==> config.mk <==
export PLATFORM = sky130hd
export DESIGN_NAME = uart_tx_fifo
export DESIGN_NICKNAME = d
export VERILOG_FILES = /design/src/rtl/uart_tx_fifo.sv
export SDC_FILE = /design/constraint.sdc
export NUM_CORES = 1
export LEC_CHECK = 0
export BUFFER_PORTS_ARGS = -buffer_cell sky130_fd_sc_hd__clkbuf_2
export CORE_MARGIN = 1.5
export CORE_UTILIZATION = 55
export DETAILED_ROUTE_END_ITERATION = 6
export PLACE_DENSITY = 0.72
export RECOVER_POWER = 50
export REMOVE_ABC_BUFFERS = 1
export SLEW_MARGIN = 10
export SYNTH_ARGS = -nofsm -noshare
export SYNTH_HDL_FRONTEND = slang
export SYNTH_SLANG_ARGS = --single-unit
==> constraint.sdc <==
create_clock -name clk100 -period 3.9 [get_ports clk100]
set_clock_uncertainty 0.05 [all_clocks]
set_input_delay 0.78 -clock clk100 [delete_from_list [all_inputs] [get_ports clk100]]
set_output_delay 0.78 -clock clk100 [all_outputs]
set_load 0.005 [all_outputs]
==> src/rtl/uart_tx_fifo.sv <==
// uart_tx_fifo: FIFO-buffered 8N1 UART transmitter sending back-to-back frames
//
// Ports:
//   clk100    in   1             system clock
//   reset     in   1             synchronous, active-high; flushes FIFO, aborts frame
//   wr_data   in   8             byte to enqueue
//   wr_en     in   1             enqueue strobe, sampled every clock edge
//   full      out  1             FIFO holds 2**DEPTH_LOG2 entries
//   level     out  DEPTH_LOG2+1  bytes queued, excluding the byte in flight
//   overflow  out  1             one-cycle pulse when a write is dropped while full
//   tx        out  1             serial line, idle high
//   busy      out  1             a frame is in progress or bytes are queued
module uart_tx_fifo #(
    parameter int RCONST     = 868,
    parameter int DEPTH_LOG2 = 4,
    parameter int STOP_BITS  = 1
) (
    input  logic                  clk100,
    input  logic                  reset,
    input  logic [7:0]            wr_data,
    input  logic                  wr_en,
    output logic                  full,
    output logic [DEPTH_LOG2:0]   level,
    output logic                  overflow,
    output logic                  tx,
    output logic                  busy
);
    localparam int DEPTH    = 2 ** DEPTH_LOG2;
    localparam int STOP_LEN = STOP_BITS * RCONST;
    // The stop phase is the longest phase, so the counter is sized for it.
    localparam int CW       = $clog2(STOP_LEN);
    localparam logic [CW-1:0]         BIT_LAST  = CW'(RCONST - 1);
    localparam logic [CW-1:0]         STOP_LAST = CW'(STOP_LEN - 1);
    localparam logic [DEPTH_LOG2:0]   DEPTH_LV  = (DEPTH_LOG2 + 1)'(DEPTH);

    typedef enum logic [1:0] {S_IDLE, S_START, S_DATA, S_STOP} state_t;

    state_t                r_state, w_state_n;
    logic [7:0]            r_mem [DEPTH];
    logic [DEPTH_LOG2-1:0] r_wr_ptr, r_rd_ptr;
    logic [DEPTH_LOG2:0]   r_level, w_level_n;
    logic                  r_overflow, r_tx, w_tx_n;
    logic [7:0]            r_shift, w_shift_n, w_head;
    logic [CW-1:0]         r_cnt, w_cnt_n;
    logic [2:0]            r_bitn, w_bitn_n;
    logic                  w_full, w_push, w_pop, w_has_data, w_bit_end;

    assign w_full     = r_level == DEPTH_LV;
    assign w_push     = wr_en && !w_full;
    assign w_has_data = r_level != '0;
    assign w_bit_end  = r_cnt == BIT_LAST;
    assign w_head     = r_mem[r_rd_ptr];
    assign w_level_n  = r_level + (DEPTH_LOG2 + 1)'(w_push) - (DEPTH_LOG2 + 1)'(w_pop);

    always_comb begin
        w_state_n = r_state;
        w_cnt_n   = r_cnt + 1'b1;
        w_bitn_n  = r_bitn;
        w_shift_n = r_shift;
        w_tx_n    = r_tx;
        w_pop     = 1'b0;
        case (r_state)
            S_IDLE: begin
                w_cnt_n = '0;
                w_tx_n  = 1'b1;
                if (w_has_data) begin
                    w_pop     = 1'b1;
                    w_shift_n = w_head;
                    w_tx_n    = 1'b0;
                    w_state_n = S_START;
                end
            end
            S_START: begin
                if (w_bit_end) begin
                    w_cnt_n   = '0;
                    w_bitn_n  = '0;
                    w_tx_n    = r_shift[0];
                    w_state_n = S_DATA;
                end
            end
            S_DATA: begin
                if (w_bit_end) begin
                    w_cnt_n = '0;
                    if (r_bitn == 3'd7) begin
                        w_tx_n    = 1'b1;
                        w_state_n = S_STOP;
                    end else begin
                        // tx is registered, so the next bit is taken from shift[1]
                        // at the same edge the shift register moves right.
                        w_bitn_n  = r_bitn + 3'd1;
                        w_shift_n = r_shift >> 1;
                        w_tx_n    = r_shift[1];
                    end
                end
            end
            S_STOP: begin
                if (r_cnt == STOP_LAST) begin
                    w_cnt_n = '0;
                    if (w_has_data) begin
                        // Chain straight into the next start bit with no idle cycle.
                        w_pop     = 1'b1;
                        w_shift_n = w_head;
                        w_tx_n    = 1'b0;
                        w_state_n = S_START;
                    end else begin
                        w_tx_n    = 1'b1;
                        w_state_n = S_IDLE;
                    end
                end
            end
            default: w_state_n = S_IDLE;
        endcase
    end

    always_ff @(posedge clk100) begin
        if (reset) begin
            r_state    <= S_IDLE;
            r_cnt      <= '0;
            r_bitn     <= '0;
            r_shift    <= '0;
            r_tx       <= 1'b1;
            r_level    <= '0;
            r_wr_ptr   <= '0;
            r_rd_ptr   <= '0;
            r_overflow <= 1'b0;
        end else begin
            r_state    <= w_state_n;
            r_cnt      <= w_cnt_n;
            r_bitn     <= w_bitn_n;
            r_shift    <= w_shift_n;
            r_tx       <= w_tx_n;
            r_level    <= w_level_n;
            r_overflow <= wr_en && w_full;
            if (w_push) r_wr_ptr <= r_wr_ptr + 1'b1;
            if (w_pop) r_rd_ptr <= r_rd_ptr + 1'b1;
        end
    end

    // Storage needs no reset; the pointers alone define which entries are valid.
    always_ff @(posedge clk100) begin
        if (!reset && w_push) r_mem[r_wr_ptr] <= wr_data;
    end

    assign full     = w_full;
    assign level    = r_level;
    assign overflow = r_overflow;
    assign tx       = r_tx;
    assign busy     = (r_state != S_IDLE) || w_has_data;
endmodule

==> flow_summary_export.csv <==
group,metric,value,unit
status,status,"completed",
clocking,clock_path_buffers,2,
yosys,ys_types,47,
worst_setup_path,worst_r2r_path_depth,11,
worst_setup_path,cp.buffers_inverters,0,
clocking,postCtsHoldBufs,0,
clocking,tritoncts_clock_tree,"yes",
yosys,synth_enable_flop_cells,128,
cells_and_area,post_route_cells_drive_above_1_share,18.13,%
global_route,grt_remaining_overflow,0,
timing,post-route-period-util,85.33,%
worst_setup_path,critPathMaxFanout,6,
floorplanning,floorplan.rows,41,
floorplanning,die_x,116.6,um
power,power_frac_clock,33.9,%
cells_and_area,layout.nets,531,
timing,setup_total_negative_slack,0,ps
worst_hold_path,min_path_type,"reg -> reg",
detailed_routing,vias_after_detailed_routing,3989,
timing,finalHoldViolCount,0,
yosys,ys_warn_count,0,
worst_setup_path,worst-r2r-setup-slack,570,ps
yosys,synth_ff_type,"sky130_fd_sc_hd__edfxtp_1",
worst_setup_path,critical_path.endpoint_type,"flip-flop",
yosys,syn-mean-instance-area,15.30,um^2
detailed_routing,drtIter0Drc,228,
place,globalplace.congestion,0.8010,
detailed_routing,wirelength,13.41,mm
power,power.switching_fraction,27.61,%
worst_setup_path,critical_path_arrival,3630,ps
cells_and_area,area.sequential,4686,um^2
timing,hold_slack,433.6,ps
global_route,grt_max_degree,31,
detailed_routing,antenna_violation_net_count_after_detailed_routing,0,
clocking,clkLatencyLatePin,420,ps
worst_hold_path,hold-path-cell-count,1,
detailed_routing,avgViaCountPerCell,5.823,
worst_setup_path,worst-setup-path-type,"reg -> reg",
cells_and_area,combined_area_of_the_multi_input_logic_cells,2267,um^2
worst_setup_path,timing.critical_path.max_delay_family,"simple AND/OR/NAND/NOR gates",
worst_setup_path,critical-path-max-stage-delay,420,ps
detailed_routing,remaining_drc_errors,0,
global_route,antenna_found_initial,0,
clocking,post_cts_resize_count,0,
yosys,ys_ff_latch,170,
power,power.switching,1377,uW
detailed_routing,drt_pass1_iterations,5,
clocking,cts_root_buf,"sky130_fd_sc_hd__clkbuf_16",
place,numPortBuffers,19,
floorplanning,core_region_area,12620,um^2
power,power.share.sequential,43.4,%
cells_and_area,final_cell_mix,"sky130_fd_sc_hd__edfxtp_1 (128), sky130_fd_sc_hd__dfxtp_1 (41), sky130_fd_sc_hd__nor2_1 (35)",
yosys,synth_sequential_area_ratio,65.97,%
timing,relSlewSlack,41.46,%
worst_hold_path,hp-start,"r_cnt[0]",
detailed_routing,drt-wirelength-per-cell,19.58,um
cells_and_area,insertedDiodeCount,0,
job,drv.max_cap_violation_count,0,
global_route,grt_use_total,21.16,%
yosys,mappedNetlistArea,7101,um^2
worst_setup_path,worstSetupStartpointType,"flip-flop",
floorplanning,initial_utilization,56.27,%
yosys,synthArstFlopShare,0,%
timing,worstMarginPinSlew,878.1,ps
floorplanning,chipHeight,116.6,um
worst_setup_path,worstReg2RegEnd,"level[4]",
cells_and_area,area_overhead_vs_synth,13.18,%
yosys,postSynthCellCount,464,
clocking,cts-buffers-inserted,17,
global_route,first_global_vias,3884,
worst_hold_path,min_to,"r_cnt[0]",
clocking,clock_sinks,170,
clocking,postCtsSetupRepairBufs,0,
power,cellPowerDensity,620.5,nW/um^2
power,power.leakage,0.002675,uW
timing,final_period_minus_worst_setup_slack,3328,ps
timing,rsz_0062_raised_after_global_routing,"false",
clocking,cts.clk_slew.worst_paths,60,ps
cells_and_area,fill_cells,937,
worst_setup_path,crit_slowest_cell,"sky130_fd_sc_hd__nor4b_1",
power,cellInternalPower,3610,uW
global_route,wire_length_of_the_first_global_routing_pass,20.62,mm
timing,final-max-slew-violation-count,0,
worst_setup_path,critPathRequiredTime,4200,ps
timing,achievable-frequency,300.5,MHz
place,dp_hpwl,8.920,mm
worst_setup_path,cell_chain_of_the_critical_path,"ha_1, nor4b_1, a41oi_1, nor2_2, xnor2_1, ha_1, fa_1, a21oi_1, nor2_1, or3_1, a21oi_1",
timing,count_of_endpoints_failing_setup_in_the_final_report,0,
power,comb_power_share,22.7,%
floorplanning,die_area,13600,um^2
floorplanning,ioPinCount,20,
worst_setup_path,r2r-start,"r_cnt[0]",
cells_and_area,commonest_non_fill_non_tap_cell_in_the_layout,"sky130_fd_sc_hd__edfxtp_1",
power,peakVddDrop,0.6239,mV
clocking,cts.htree.levels,4,
## cells by family after synthesis
kind of cell,Yosys count,share of synthesized area [%]
compound gates,56,5.973
xor+xnor,15,1.850
fa+ha+maj,20,3.630
buf+inv,35,2.097
flops,170,65.97
mux,45,11.74
simple gates,123,8.740
## cell usage after synthesis (3+ instances only)
library cell | n | area share, %
sky130_fd_sc_hd__buf_1 | 3 | 0.16
sky130_fd_sc_hd__clkbuf_1 | 11 | 0.58
sky130_fd_sc_hd__o21ai_0 | 3 | 0.21
sky130_fd_sc_hd__buf_4 | 3 | 0.32
sky130_fd_sc_hd__a22oi_1 | 12 | 1.3
sky130_fd_sc_hd__a21o_1 | 3 | 0.32
sky130_fd_sc_hd__mux4_2 | 30 | 9.5
sky130_fd_sc_hd__nand2b_1 | 9 | 0.79
sky130_fd_sc_hd__edfxtp_1 | 128 | 54
sky130_fd_sc_hd__nand3_1 | 18 | 1.3
sky130_fd_sc_hd__mux2i_1 | 9 | 1.3
sky130_fd_sc_hd__and3_1 | 6 | 0.53
sky130_fd_sc_hd__xnor2_1 | 9 | 1.1
sky130_fd_sc_hd__nor2_1 | 35 | 1.9
sky130_fd_sc_hd__inv_1 | 13 | 0.69
sky130_fd_sc_hd__dfxtp_1 | 42 | 12
sky130_fd_sc_hd__mux2_2 | 6 | 0.95
sky130_fd_sc_hd__nor2b_1 | 6 | 0.53
sky130_fd_sc_hd__buf_2 | 5 | 0.35
sky130_fd_sc_hd__ha_1 | 19 | 3.3
sky130_fd_sc_hd__and2_1 | 3 | 0.26
sky130_fd_sc_hd__nand2_1 | 21 | 1.1
sky130_fd_sc_hd__nor3_1 | 10 | 0.70
sky130_fd_sc_hd__xor2_1 | 6 | 0.74
sky130_fd_sc_hd__o221a_1 | 6 | 0.95
sky130_fd_sc_hd__a21oi_1 | 21 | 1.5
## worst max path at each step
stage                     startpoint    endpoint  slack, ps  depth (start not counted)
after detailed placement    r_cnt[0]    level[4]        640                         11
after global routing        r_cnt[0]    level[4]        300                         11
final                       r_cnt[0]    level[4]        570                         11
after CTS                   r_cnt[0]    level[4]        610                         11
after global placement      r_cnt[0]    level[4]        770                         11
after floorplan            flip-flop  r_shift[0]       1010                          4
## state kept, by name (all words and copies together) (netlist names), named ones only
register / flops
level: 5
overflow: 1
r_bitn: 3
r_cnt: 10
r_mem: 128
r_rd_ptr: 4
r_shift: 8
r_state: 2
r_wr_ptr: 4
tx: 1
## power groups by stage
stage	registers [uW]	logic (uW)	clock network (uW)
6_report	2160	1130	1690
3_3_place_gp	2190	1110	0
5_1_grt	2180	1250	1780
3_5_place_dp	2200	1140	0
2_1_floorplan	2230	798	0
4_1_cts	2160	1150	1720
## layer usage
metal / vias up / global-route usage, % / routed length, um
met5: - / 0 / 0
met3: 21 / 5.864 / 670
met1: 2012 / 27.64 / 5759
met4: 0 / 6.988 / 182
li1: 1848 / - / -
met2: 108 / 34.78 / 6797
## stage by stage
stage | area (um^2) | setup WS [ps] | instances | util, % | total power (uW)
final | 8036 | 572.3 | 685 | 63.68 | 4986
after global routing | 8036 | 301.5 | 685 | 63.68 | 5209
after CTS | 8063 | 605.9 | 685 | 63.89 | 5030
after detailed placement | 7462 | 643.3 | 653 | 59.13 | 3337
after global placement | 7462 | 768.7 | 653 | 59.13 | 3304
after floorplan | 7000 | 1012 | 442 | - | 3032
## area by class of cell
cell class	count	area share, %
clock buffers	18	5.340
clock inverters	14	2.133
inverters	13	0.6072
multi-input cells	259	28.21
flip-flops and latches	170	58.31
well taps	172	2.678
repair buffers	39	2.725
No activity file was read; power rests on OpenSTA's default activity.
